<file path="src/rtl/ctrl_pkg.sv">
// ---------------------------------------------------------------------------
// ctrl_pkg
// Shared definitions for the multicycle controller: opcode constants, the
// controller state enumeration, accumulator-select codes, flag bit indices
// and the packed bundle of control outputs driven by the FSM.
// ---------------------------------------------------------------------------
package ctrl_pkg;

    // Opcode classes. ALU ops are identified by ir[7:6]; everything else by ir[7:5].
    localparam logic [1:0] OP_CLASS_ALU = 2'b11;
    localparam logic [2:0] OP_LDM       = 3'b000;
    localparam logic [2:0] OP_STM       = 3'b001;
    localparam logic [2:0] OP_JMP       = 3'b010;
    localparam logic [2:0] OP_BRZ       = 3'b011;
    localparam logic [2:0] OP_BRC       = 3'b100;
    localparam logic [2:0] OP_HLT       = 3'b101;

    // Accumulator register-file index selects.
    localparam logic [1:0] ACC_SEL_DI = 2'b00;  // di[4:3], register of a two-byte op
    localparam logic [1:0] ACC_SEL_RS = 2'b01;  // ir[1:0], ALU source
    localparam logic [1:0] ACC_SEL_RD = 2'b10;  // ir[3:2], ALU destination

    // Bit positions inside the czn flag vector.
    localparam int FLAG_C = 0;
    localparam int FLAG_Z = 1;
    localparam int FLAG_N = 2;

    typedef enum logic [3:0] {
        IDLE, FETCH, DECODE, ADDR,
        M1, M2, M3,
        S1, S2, S3,
        J1,
        R1, R2, R3, R4,
        HALT
    } ctrlState_t;

    // All controller outputs in one bundle so a state can clear them with one assignment.
    typedef struct packed {
        logic       pcInc;
        logic       pcLd;
        logic       diLd;
        logic       irWe;
        logic       trWe;
        logic       memRe;
        logic       memWe;
        logic       bWe;
        logic       aWe;
        logic       accWe;
        logic       aluResWe;
        logic       ldCzn;
        logic       halted;
        logic       pcOrTr;
        logic       regOrMem;
        logic       bZero;
        logic       aZero;
        logic [1:0] accSel;
        logic [1:0] aluOp;
    } ctrlBus_t;

endpackage

</file>
<file path="src/rtl/ctrl_decode.sv">
// ---------------------------------------------------------------------------
// ctrl_decode
// Combinational opcode classifier. Exactly one class output is high for any
// defined opcode; 11x patterns fall into the ALU class.
//
// Ports:
//   ir     in  [7:0]  instruction register
//   isAlu  out        ALU op (ir[7:6] = 11)
//   isLdm  out        load from memory
//   isStm  out        store to memory
//   isJmp  out        unconditional jump
//   isBrz  out        branch if Z
//   isBrc  out        branch if C
//   isHlt  out        halt
// ---------------------------------------------------------------------------
module ctrl_decode
    import ctrl_pkg::*;
(
    input  logic [7:0] ir,
    output logic       isAlu,
    output logic       isLdm,
    output logic       isStm,
    output logic       isJmp,
    output logic       isBrz,
    output logic       isBrc,
    output logic       isHlt
);

    logic [2:0] opcode;
    logic       unusedOperand;

    assign opcode = ir[7:5];

    assign isAlu = (ir[7:6] == OP_CLASS_ALU);
    assign isLdm = (opcode == OP_LDM);
    assign isStm = (opcode == OP_STM);
    assign isJmp = (opcode == OP_JMP);
    assign isBrz = (opcode == OP_BRZ);
    assign isBrc = (opcode == OP_BRC);
    assign isHlt = (opcode == OP_HLT);

    // Operand bits carry register/address fields that play no part in classification.
    assign unusedOperand = ^ir[4:0];

endmodule

</file>
<file path="src/rtl/multicycle_controller.sv">
// ---------------------------------------------------------------------------
// multicycle_controller
// Moore FSM sequencing a small multicycle accumulator CPU datapath:
// FETCH -> DECODE -> {ALU R1-R4 | ADDR -> LDM M1-M3 / STM S1-S3 / J1 | HALT}.
//
// Configuration:
//   CTRL_BRANCH_EN  defined   : BRZ/BRC load the PC when Z/C is set in J1.
//                   undefined : BRZ/BRC still walk ADDR and J1 but never load the PC.
//
// Parameters:
//   ALU_PASS    ALU op code that yields B+0 (used for memory transfers)
//
// Ports:
//   clk, rst    clock; asynchronous active-high reset (forces IDLE, all outputs 0)
//   ir [7:0]    instruction register
//   di [4:0]    latched IR[4:0] (consumed by the datapath, not by the FSM)
//   czn [2:0]   flags C=[0], Z=[1], N=[2]; only looked at in J1
//   pc_inc, pc_ld, di_ld, ir_we, tr_we, mem_re, mem_we, b_we, a_we, acc_we,
//   alu_res_we, ld_czn, halted        1-bit strobes / status
//   pc_or_tr    address mux, 1 = PC, 0 = TR
//   reg_or_mem  B source, 1 = accumulator, 0 = memory
//   b_zero, a_zero  force ALU input to 0
//   acc_sel [1:0]   00 = di[4:3], 01 = ir[1:0], 10 = ir[3:2]
//   alu_op  [1:0]   ALU operation
// ---------------------------------------------------------------------------
module multicycle_controller
    import ctrl_pkg::*;
#(
    parameter logic [1:0] ALU_PASS = 2'b00
) (
    input  logic       clk,
    input  logic       rst,
    input  logic [7:0] ir,
    input  logic [4:0] di,
    input  logic [2:0] czn,
    output logic       pc_inc,
    output logic       pc_ld,
    output logic       di_ld,
    output logic       ir_we,
    output logic       tr_we,
    output logic       mem_re,
    output logic       mem_we,
    output logic       b_we,
    output logic       a_we,
    output logic       acc_we,
    output logic       alu_res_we,
    output logic       ld_czn,
    output logic       halted,
    output logic       pc_or_tr,
    output logic       reg_or_mem,
    output logic       b_zero,
    output logic       a_zero,
    output logic [1:0] acc_sel,
    output logic [1:0] alu_op
);

    ctrlState_t currState;
    ctrlState_t nextState;
    ctrlBus_t   ctrl;

    logic isAlu, isLdm, isStm, isJmp, isBrz, isBrc, isHlt;
    logic branchTaken;
    logic unusedFlags;
    logic unusedDi;

    ctrl_decode uDecode (
        .ir    (ir),
        .isAlu (isAlu),
        .isLdm (isLdm),
        .isStm (isStm),
        .isJmp (isJmp),
        .isBrz (isBrz),
        .isBrc (isBrc),
        .isHlt (isHlt)
    );

`ifdef CTRL_BRANCH_EN
    assign branchTaken = isJmp | (isBrz & czn[FLAG_Z]) | (isBrc & czn[FLAG_C]);
    assign unusedFlags = czn[FLAG_N];
`else
    assign branchTaken = isJmp;
    assign unusedFlags = ^{czn[FLAG_N], czn[FLAG_Z], czn[FLAG_C], isBrz, isBrc};
`endif

    // di only feeds the datapath register-file mux; the FSM never inspects it.
    assign unusedDi = ^di;

    // NOTE: async reset lives in the sensitivity list; state updates use <= so
    // every flop samples the pre-edge value of its neighbours.
    always_ff @(posedge clk or posedge rst) begin
        if (rst) begin
            currState <= IDLE;
        end else begin
            currState <= nextState;
        end
    end

    // NOTE: every output and the next state get a default before the case, so
    // no path through this block can leave a signal unassigned (no latches).
    always_comb begin
        nextState = IDLE;
        ctrl      = '0;

        unique case (currState)
            IDLE: begin
                nextState = FETCH;
            end

            FETCH: begin
                ctrl.pcOrTr = 1'b1;
                ctrl.memRe  = 1'b1;
                ctrl.irWe   = 1'b1;
                ctrl.pcInc  = 1'b1;
                nextState   = DECODE;
            end

            DECODE: begin
                if (isAlu) begin
                    nextState = R1;
                end else if (isHlt) begin
                    nextState = HALT;
                end else if (isLdm || isStm || isJmp || isBrz || isBrc) begin
                    nextState = ADDR;
                end else begin
                    nextState = FETCH;  // undefined opcode executes as NOP
                end
            end

            // Second byte goes to TR; di captures the first byte's address bits.
            ADDR: begin
                ctrl.pcOrTr = 1'b1;
                ctrl.memRe  = 1'b1;
                ctrl.trWe   = 1'b1;
                ctrl.diLd   = 1'b1;
                ctrl.pcInc  = 1'b1;
                if (isLdm) begin
                    nextState = M1;
                end else if (isStm) begin
                    nextState = S1;
                end else begin
                    nextState = J1;
                end
            end

            M1: begin
                ctrl.memRe = 1'b1;
                ctrl.bWe   = 1'b1;
                nextState  = M2;
            end
            M2: begin
                ctrl.aZero    = 1'b1;
                ctrl.aluOp    = ALU_PASS;
                ctrl.aluResWe = 1'b1;
                nextState     = M3;
            end
            M3: begin
                ctrl.accSel = ACC_SEL_DI;
                ctrl.accWe  = 1'b1;
                nextState   = FETCH;
            end

            S1: begin
                ctrl.accSel   = ACC_SEL_DI;
                ctrl.regOrMem = 1'b1;
                ctrl.bWe      = 1'b1;
                nextState     = S2;
            end
            S2: begin
                ctrl.aZero    = 1'b1;
                ctrl.aluOp    = ALU_PASS;
                ctrl.aluResWe = 1'b1;
                nextState     = S3;
            end
            S3: begin
                ctrl.memWe = 1'b1;
                nextState  = FETCH;
            end

            // Flags are consulted here and nowhere else.
            J1: begin
                ctrl.pcLd = branchTaken;
                nextState = FETCH;
            end

            R1: begin
                ctrl.accSel = ACC_SEL_RS;
                ctrl.aWe    = 1'b1;
                nextState   = R2;
            end
            R2: begin
                ctrl.accSel   = ACC_SEL_RD;
                ctrl.regOrMem = 1'b1;
                ctrl.bWe      = 1'b1;
                nextState     = R3;
            end
            R3: begin
                ctrl.aluOp    = ir[5:4];
                ctrl.aluResWe = 1'b1;
                ctrl.ldCzn    = 1'b1;
                nextState     = R4;
            end
            R4: begin
                ctrl.accSel = ACC_SEL_RD;
                ctrl.accWe  = 1'b1;
                nextState   = FETCH;
            end

            HALT: begin
                ctrl.halted = 1'b1;
                nextState   = HALT;
            end

            default: begin
                nextState = IDLE;
            end
        endcase
    end

    assign pc_inc     = ctrl.pcInc;
    assign pc_ld      = ctrl.pcLd;
    assign di_ld      = ctrl.diLd;
    assign ir_we      = ctrl.irWe;
    assign tr_we      = ctrl.trWe;
    assign mem_re     = ctrl.memRe;
    assign mem_we     = ctrl.memWe;
    assign b_we       = ctrl.bWe;
    assign a_we       = ctrl.aWe;
    assign acc_we     = ctrl.accWe;
    assign alu_res_we = ctrl.aluResWe;
    assign ld_czn     = ctrl.ldCzn;
    assign halted     = ctrl.halted;
    assign pc_or_tr   = ctrl.pcOrTr;
    assign reg_or_mem = ctrl.regOrMem;
    assign b_zero     = ctrl.bZero;
    assign a_zero     = ctrl.aZero;
    assign acc_sel    = ctrl.accSel;
    assign alu_op     = ctrl.aluOp;

endmodule

</file>
<file path="config.mk">
export PLATFORM = sky130hd
export DESIGN_NAME = multicycle_controller
export DESIGN_NICKNAME = d
export VERILOG_FILES = /design/src/rtl/ctrl_pkg.sv /design/src/rtl/ctrl_decode.sv /design/src/rtl/multicycle_controller.sv
export SDC_FILE = /design/constraint.sdc
export NUM_CORES = 1
export LEC_CHECK = 0
export CAP_MARGIN = 20
export CORE_MARGIN = 2
export CORE_UTILIZATION = 31
export CTS_CLUSTER_DIAMETER = 30
export DETAILED_ROUTE_END_ITERATION = 8
export PLACE_DENSITY = 0.77
export RECOVER_POWER = 100
export SLEW_MARGIN = 0
export SYNTH_ARGS = -nofsm -noshare
export SYNTH_HDL_FRONTEND = slang
export SYNTH_SLANG_ARGS = --single-unit
</file>
<file path="constraint.sdc">
create_clock -name clk -period 1.3 [get_ports clk]
set_input_delay 0.195 -clock clk [delete_from_list [all_inputs] [get_ports clk]]
set_output_delay 0.195 -clock clk [all_outputs]
set_load 0.03 [all_outputs]
</file>
==> metrics.txt, run 1 <==
Synth cell types 28; synthesis warning total 0; Crit Reg-Reg Startpoint currState[3]; clk slew on worst S/H paths 0.05 ns; worst-path cell chain nand2b_4, or2_4, a21oi_2, buf_6; count of state elements after synthesis 4; PortBufs 25; hold buffers post-CTS 0; CP required 1.11 ns; CP delay by family, top simple AND/OR/NAND/NOR gates; # diodes 0; CP max stage cell dfrtp_1; Setup Skew 0.01259 ns; Final min period 1.579 ns; CTS tree done; layout cell share with drive strength beyond 1 0.6923; Final Hold Fails 0; Mean Syn Cell Area 6.955 µm²; Area growth, synth to finish 130.7%; Die Area 1854 µm²; Biggest register currState; initial antenna violation count 0; internal power 1544 µW; H-tree levels 1; core footprint 1471 µm²; crit path max fanout 3; largest net degree at the start of global routing 10; Initial DRC Count 10; Longest Clk Path Bufs 2; Switching Share 0.4928; die width 43.06 µm; synth top area cells dfrtp_1 (21%), buf_4 (9.5%), a21oi_1 (7.4%); Synth top area share 0.2116; CP Launch Type flop; Final WS setup -0.2790 ns; critical path capture point type output pin; via count 696; Final ANT Viol Nets 0; Data arrival, critical path 1.38 ns; fill count 89; FP Rows 14; CTS Root Cell clkbuf_4; Clock Latency Late Sink 0.24 ns; synth cell count leaders nor2_1 (9), a21oi_1 (7), buf_4 (6); Final Setup Violations 22; total of max-cap violations 0; Inst Count DP 120; reg2reg path depth 5; main flop type after synthesis dfrtp_1; sequential power share 0.097; routed len/inst 13.70 µm; Post-Synthesis Cells 68; vias in the first global route 645; Max Freq 633.3 MHz; number of synthesized flops with an enable pin 0; Mapped Nets 86; Placer Congestion 0.8675; gr ovfl total 0; Clock Sinks 4; slowest stage delay, CP approximately 0.4 ns; top-count cell post-synth nor2_1; fin. max-slew vios 0; Regs by FF count currState (4); Vias/cell 5.233; fin cells between 100 and 150; clock power share 0.057; leading area contributor after synthesis dfrtp_1; post-DP HPWL 1.131 mm; pwr dens 2790 nW/µm²; failing checks negative setup slack; WP buf/inv 1; final WL 1.822 mm; drt first pass iters 4; fin nets about 140; sequential area share after synthesis 0.2116; worst min path class primary input to async pin; worst r2r dst currState[3]; Largest register FFs 4; drt drc 0; first-pass GRT wire length 2.904 mm; Comb power frac 0.846; Switch Pwr 1500 µW; Tot GR Track Use 0.2070; total CTS buffers 3; leakage 0.0004822 µW; CP Class flop to output pin; RSZ-0062 raised after global routing true; Synth Cell Area between 400 and 500 µm²; I/O Pins 39; share of flip-flops with an asynchronous set or reset 1.000; Reg2Reg Setup Slack -0.08 ns; status finished, violations left; Die H 43.06 µm; peak supply drop about 0.0014 V; starting density of the core 0.3214; final instance area 1091 µm²; placed inst area 842.1 µm²; final period utilization 1.215
==> power by group through the flow <==
| stage | registers [µW] | clock network (µW) | logic (µW) |
|---|---|---|---|
| floorplan | 252 | 0 | 1260 |
| global placement | 284 | 0 | 1850 |
| detailed placement | 285 | 0 | 1890 |
| CTS | 298 | 173 | 2340 |
| global route | 310 | 183 | 2690 |
| finish | 296 | 172 | 2580 |
==> worst max path at each step <==
stage | slack (ns) | depth (start not counted) | startpoint | to
2_1_floorplan | -0.21 | 3 | currState[3] | tr_we
3_3_place_gp | -0.04 | 3 | ir[5] | pc_ld
3_5_place_dp | -0.06 | 3 | ir[5] | pc_ld
4_1_cts | -0.24 | 4 | currState[0] | reg_or_mem
5_1_grt | -0.32 | 5 | currState[2] | a_zero
6_report | -0.28 | 4 | currState[2] | a_zero
==> layout make-up <==
cell class                      instances  area [µm²]  area share
Timing Repair Buffer                   53       475.5      0.4358
Sequential cell                         4       102.6     0.09404
Tap cell                               16       20.02     0.01835
Multi-Input combinational cell         53       452.9      0.4151
Inverter                                3       13.76     0.01261
Clock buffer                            4       26.28     0.02408
==> what timing repair did <==
item / in CTS / in global routing
setup buffers: 5 / 4
pin swaps: 6 / 11
setup endpoints to repair: 21 / 24
resized for setup: 35 / 8
==> through the flow <==
| step | setup TNS (ns) | hold WS [ns] | total power (µW) | util | worst slack (ns) |
|---|---|---|---|---|---|
| finish | -3.464 | 0.2690 | 3044 | 0.7415 | -0.2790 |
| global route | -4.766 | 0.2881 | 3185 | 0.7415 | -0.3156 |
| CTS | -2.835 | 0.1320 | 2809 | 0.6981 | -0.2433 |
| detailed placement | -0.2491 | 0.3880 | 2178 | 0.5723 | -0.05575 |
| global placement | -0.1453 | 0.3860 | 2138 | 0.5723 | -0.04199 |
| floorplan | -0.8691 | -0.03899 | 1513 | - | -0.2134 |
==> per-layer routing <==
metal	vias up	wire length, µm	GRT usage
met2	35	1005	0.3788
met4	0	21	0.09091
li1	329	-	-
met3	7	117	0.03404
met1	325	677	0.2312
met5	-	0	0
==> cells in the final DEF, fill, tap and decap left out, types with 2 or more instances in the layout <==
| cell type | Yosys | final |
|---|---|---|
| a21oi_1 | 7 | 3 |
| a21oi_4 | 0 | 2 |
| a21oi_2 | 0 | 2 |
| dfrtp_1 | 4 | 2 |
| nor2_1 | 9 | 4 |
| nand2_1 | 4 | 3 |
| dfrtp_2 | 0 | 2 |
| o21ai_1 | 3 | 2 |
| buf_6 | 1 | 18 |
| nand2b_1 | 3 | 2 |
| clkdlybuf4s50_1 | 0 | 4 |
| inv_1 | 3 | 2 |
| nor2_4 | 0 | 5 |
| clkbuf_4 | 0 | 3 |
| and2_2 | 0 | 2 |
| nor3b_2 | 1 | 2 |
| buf_4 | 6 | 29 |
| and2_4 | 0 | 2 |
| or2_4 | 0 | 2 |
| or2_1 | 4 | 2 |
==> worst register-to-register path: cells and delay by family, from the launching register on <==
kind | cells | cell delay (ns)
flip-flops | 1 | 0.47
AO/OA/AOI/OAI | 2 | 0.33
buffers and inverters | 2 | 0.29
AND/OR/NAND/NOR | 1 | 0.18
==> cell families (layout without fill, tap and decap cells) <==
| kind of cell | count (synthesis) | count (layout) | synth area share |
|---|---|---|---|
| buffers and inverters | 11 | 60 | 0.1534 |
| DFF | 4 | 4 | 0.2116 |
| AOI/OAI and AO/OA | 16 | 16 | 0.2037 |
| other | 1 | 1 | 0.007929 |
| and+or+nand+nor | 36 | 36 | 0.4233 |
Power figures use the tool's default switching activity.
==> inputs of run 2 (changes only) <==
Settings changed: CAP_MARGIN 20 to 5, SLEW_MARGIN 0 to 20.
==> results of run 2 <==
The final DEF is identical to that of run 1; final timing and power are the same.
==> inputs of run 3 (changes only) <==
Settings changed: CAP_MARGIN 5 to not set.
==> results of run 3 <==
The final DEF is identical to that of run 1; final timing and power are the same.
==> edit 1: new RTL, settings of run 1 <==
Add an input register stage for `ir` and `di`, with the module's reset; this delays them by one clock. The other inputs are not delayed to match.
--- a/src/rtl/multicycle_controller.sv
+++ b/src/rtl/multicycle_controller.sv
@@ -54,6 +54,19 @@
     output logic [1:0] alu_op
 );
 
+    logic [7:0] ir_q;
+    logic [4:0] di_q;
+
+    always_ff @(posedge clk or posedge rst) begin
+        if (rst) begin
+            ir_q <= '0;
+            di_q <= '0;
+        end else begin
+            ir_q <= ir;
+            di_q <= di;
+        end
+    end
+
     ctrlState_t currState;
     ctrlState_t nextState;
     ctrlBus_t   ctrl;
@@ -64,7 +77,7 @@
     logic unusedDi;
 
     ctrl_decode uDecode (
-        .ir    (ir),
+        .ir    (ir_q),
         .isAlu (isAlu),
         .isLdm (isLdm),
         .isStm (isStm),
@@ -83,7 +96,7 @@
 `endif
 
     // di only feeds the datapath register-file mux; the FSM never inspects it.
-    assign unusedDi = ^di;
+    assign unusedDi = ^di_q;
 
     // NOTE: async reset lives in the sensitivity list; state updates use <= so
     // every flop samples the pre-edge value of its neighbours.
@@ -194,7 +207,7 @@
                 nextState     = R3;
             end
             R3: begin
-                ctrl.aluOp    = ir[5:4];
+                ctrl.aluOp    = ir_q[5:4];
                 ctrl.aluResWe = 1'b1;
                 ctrl.ldCzn    = 1'b1;
                 nextState     = R4;
Check against the original RTL: not equivalent (a bounded check fails within 4 cycles, from zero or initial values and one cycle with rst high).
==> edit 1 against run 1 <==
The flow still finishes with violations (setup timing). Total power fell by 5.8%. Clock skew down 0.010 ns. Combinational power shrank 10%. Routed wire length is 14% lower. Worst hold slack improved by 0.044 ns. Sequential cell count grew 4. Area after synthesis up 13%. Setup slack worse by 0.025 ns. Critical endpoint is now alu_res_we. Design area is 0.23% lower. Sequential share of layout area increased by 9.1 points. Final cell count decreased by 6.0%.
==> edit 1: results (changes against run 1) <==
* Global-route wire length before repair at 2477 um (-15%)
* Biggest regs: currState (4), ir_q (4)
* Port bufs at 25 (unchanged)
* Multiplexer area fraction after synthesis at 0% (unchanged)
* Layout cells sized above 1 at 63.30% (-5.9 points)
* Peak supply drop at 1331 uV (-7.8%)
* Final setup TNS at -4.086 ns (-0.6225 ns)
* PnR worst setup slack at -0.3041 ns (-0.02509 ns)
* Final Setup Violations at 20 (-9.1%)
* Synth area leaders: dfrtp_1 (38%), nor2_1 (8.5%), buf_4 (5.6%)
* HPWL after detailed placement at 1044 um (-7.7%)
* Sw power at 1384 uW (-7.7%)
* Worst skew pair latency at 0.25 ns
* Failing checks: setup timing
* Routed WL at 1558 um (-14%)
* Synth top cells by count: nor2_1 (12), dfrtp_1 (8), nand2_1 (5)
* Vias in the first global route at 578 (-10%)
* Num CTS Buffers at 3 (unchanged)
* Initial antenna violation count at 0 (unchanged)
* Total GRT Usage at 16.75% (-3.9 points)
* Post-synthesis compound-gate area fraction at 15.26% (-5.1 points)
* Main combinational cell family by area after synthesis: simple AND/OR/NAND/NOR gates
* Final Skew at 0.002539 ns (-0.01005 ns)
* Routability cong. at 0.8229 (-5.1%)
* Clock transition at path regs at 0.05 ns (about the same)
* Final net count at 129 (-5.1%)
* Vias per cell at 5.032 (-3.8%)
* Critical Path AT at 1.41 ns (+0.03 ns)
* Status: finished, violations left
* Pin count of the biggest net entering global routing at 12 (+2)
* Synth warnings at 0 (unchanged)
* Static leakage at 0.0005012 uW (+3.9%)
* Register area share after synthesis at 37.56% (+16 points)
* Worst-path fanout max at 2 (-1)
* Syn Nets at 85 (-1.2%)
* Xor and xnor area share after synthesis at 0% (unchanged)
* Antenna diodes at 0 (unchanged)
* Placement Setup Slack at -0.06006 ns (-0.004306 ns)
[edit 1: changes by cell type after synthesis, sizes merged, moves of 2 or more]
cell,change
nor3b,-2
o21ai,-2
nand2b,-2
or2,-3
dfrtp,+4
a21oi,-2
o2111ai,+2
nor2,+3
[edit 1: cell type report]
cell class / count / area [um^2]
multi-input combinational: 49 / 396.6
tap: 16 / 20.02
fill: 121 / 470.5
clock buffer: 3 / 22.52
sequential: 8 / 201.4
timing repair buffer: 47 / 437.9
inverter: 2 / 10.01
[edit 1: metal layers]
layer	vias to the layer above	global-route usage [%]	share of wire [%]
met5	-	0	0
met4	0	5.294	0
met3	0	3.571	3.7
met2	17	32.11	58
met1	301	17.73	38
li1	311	-	-
[edit 1: path summary, 6_finish.rpt]
kind	startpoint	endpoint	slack (ns)	cells after the start
max in group asynchronous	rst	currState[1]$_DFF_PP0_	0.75	2
setup / recovery	currState[0]$_DFF_PP0_	alu_res_we	-0.30	4
setup reg to reg	currState[1]$_DFF_PP0_	currState[3]$_DFF_PP0_	0.07	5
min in group clk	ir[5]	ir_q[5]$_DFF_PP0_	0.50	1
hold / removal	rst	ir_q[5]$_DFF_PP0_	0.31	2
hold reg to reg	ir_q[6]$_DFF_PP0_	currState[1]$_DFF_PP0_	0.63	2
[edit 1: kinds of logic after synthesis]
logic type,count (synthesis)
AO/OA/AOI/OAI,12
buffers and inverters,10
flip-flops,8
other,1
AND/OR/NAND/NOR,36
[edit 1: stage by stage]
step	instance area, um^2	std cells	hold WS (ns)	total power, uW
2_1_floorplan	598.1	67	0.01066	1553
3_3_place_gp	852.1	112	0.4453	2062
3_5_place_dp	852.1	112	0.4503	2095
4_1_cts	1077	125	0.1720	2835
5_1_grt	1089	125	0.3421	3044
6_report	1089	125	0.3130	2869
[edit 1: power by group through the flow]
stage          Sequential (uW)  Clock [uW]  Combinational, uW
3_3_place_gp               380           0               1680
6_report                   367         182               2320
3_5_place_dp               384           0               1710
2_1_floorplan              363           0               1190
4_1_cts                    367         196               2270
5_1_grt                    379         206               2460
[edit 1: repair_timing]
| action | in CTS | in global routing |
|---|---|---|
| endpoints found under the setup margin | 20 | 21 |
| pin swaps | 2 | 4 |
| gates resized for setup | 35 | 4 |
| buffers inserted | 10 | 0 |
[edit 1: critical path, stage by stage, from the launching register on]
cell	delay [ns]
dfrtp_1	0.37
or3b_4	0.40
a21oi_4	0.14
or2_4	0.13
buf_6	0.12
==> edit 2: new RTL, flow settings as in run 1 <==
Without the edit above. The option `CTRL_BRANCH_EN` is turned on by a define.
--- a/src/rtl/multicycle_controller.sv
+++ b/src/rtl/multicycle_controller.sv
@@ -23,6 +23,8 @@
 //   acc_sel [1:0]   00 = di[4:3], 01 = ir[1:0], 10 = ir[3:2]
 //   alu_op  [1:0]   ALU operation
 // ---------------------------------------------------------------------------
+`define CTRL_BRANCH_EN
+
 module multicycle_controller
     import ctrl_pkg::*;
 #(
Function: changed (a bounded check fails within 10 cycles, from zero or initial values and one cycle with rst high).
==> edit 2 against run 1 <==
The run still ends with setup timing left. Total power is 3.9% higher. Combinational power is 3% higher. Design area is 0.69% higher. Area after synthesis is 4.5% higher. Clock power is 9% lower. Setup slack better by 0.033 ns. Routed wire length is 7.1% lower. Sequential power is 17% higher. Sequential cell count stayed put. Clock skew is 0.0091 ns lower.
==> edit 2: results (changes against run 1) <==
* DR vias at 640 (-8.0%)
* Final net count at 127 (-6.6%)
* H-Tree Depth at 1 (unchanged)
* Port bufs at 27 (+8.0%)
* Synth top cells by count: nor2_1 (10), buf_2 (7)
* Fill cells at 109 (+22%)
* Total GRT Usage at 17.09% (-3.6 points)
* Status: finished, violations left
* Post-synth cell types at 31 (+11%)
* Vias in the first global route at 587 (-9.0%)
* Clk buf depth at 2 (unchanged)
* Routability cong. at 0.7802 (-10%)
* Static leakage at 0.0004823 uW (about the same)
* Placement Setup Slack at -0.3184 ns (-0.2627 ns)
* Synth area leaders: dfrtp_1 (20%), nor2_1 (7.6%), buf_2 (7.1%)
* Finished Core Util at 72.92% (-1.2 points)
* Final Setup Violations at 22 (unchanged)
* Worst-path fanout max at 7 (+4)
* Failing checks: setup timing
* Critical Path AT at 1.35 ns (-0.03 ns)
* Slowest cell on the critical path: dfrtp_2
* Peak supply drop at 1278 uV (-11%)
* Reg2reg end: currState[1]$_DFF_PP0_
* Final Skew at 0.003539 ns (-0.009053 ns)
* Final setup TNS at -3.117 ns (+0.3473 ns)
* Syn Nets at 87 (+1.2%)
* Post-DP Area at 890.9 um^2 (+5.8%)
* Crit path launch: currState[0]$_DFF_PP0_
* Global-route wire length before repair at 2484 um (-14%)
* Starting DRT DRC Count at 15 (+5)
* PnR worst setup slack at -0.2460 ns (+0.03300 ns)
* Drt wl/cell at 13.76 um (+0.41%)
* Pin count of the biggest net entering global routing at 11 (+1)
* Layout cells sized above 1 at 65.42% (-3.8 points)
* Reg2reg setup slack at -0.19 ns (-0.11 ns)
* Register area share after synthesis at 20.25% (-0.91 points)
edit 2: area by class of cell:
class	instances	area share (%)
clock buffer	3	2.050
inverter	1	0.3417
multi-input combinational	53	46.13
sequential	4	9.453
tap	16	1.822
timing repair buffer	46	40.21
edit 2: layer usage:
| layer | vias up | routed length [um] | GRT usage (%) |
|---|---|---|---|
| met5 | - | 0 | 0 |
| met2 | 21 | 935 | 30.88 |
| met1 | 299 | 657 | 18.94 |
| li1 | 316 | - | - |
| met4 | 0 | 25 | 8.485 |
| met3 | 4 | 73 | 2.917 |
edit 2: cell families (layout without fill, tap and decap cells):
kind of cell / count (synthesis) / in the layout / share of synthesized area, %
AOI/OAI and AO/OA: 15 / 15 / 21.27
other: 1 / 1 / 0.7588
buffers and inverters: 12 / 50 / 13.92
muxes: 1 / 1 / 2.025
and+or+nand+nor: 36 / 36 / 41.77
DFF: 4 / 4 / 20.25
edit 2: per-stage QoR:
stage | instances | total power (uW) | hold slack [ns]
floorplan | 69 | 1901 | -0.03892
global placement | 119 | 2388 | 0.3827
detailed placement | 119 | 2428 | 0.3902
CTS | 124 | 2883 | 0.1370
global route | 123 | 3324 | 0.3085
finish | 123 | 3162 | 0.2753
edit 2: power by group:
part / internal, uW / total, uW / switching (uW)
clock network: 103 / 156 / 52.4
logic: 1240 / 2660 / 1420
registers: 204 / 347 / 143
edit 2: repair_timing:
| action | 4_1_cts | 5_1_grt |
|---|---|---|
| gates resized for setup | 27 | 23 |
| pin swaps | 1 | 7 |
| setup buffers | 2 | 1 |
| endpoints found under the setup margin | 21 | 24 |
edit 2: worst max-delay path, delay by kind of cell (launching register included):
family | cells | cell delay, ns
compound gates | 1 | 0.23
simple gates | 1 | 0.11
flops | 1 | 0.47
buf+inv | 2 | 0.30
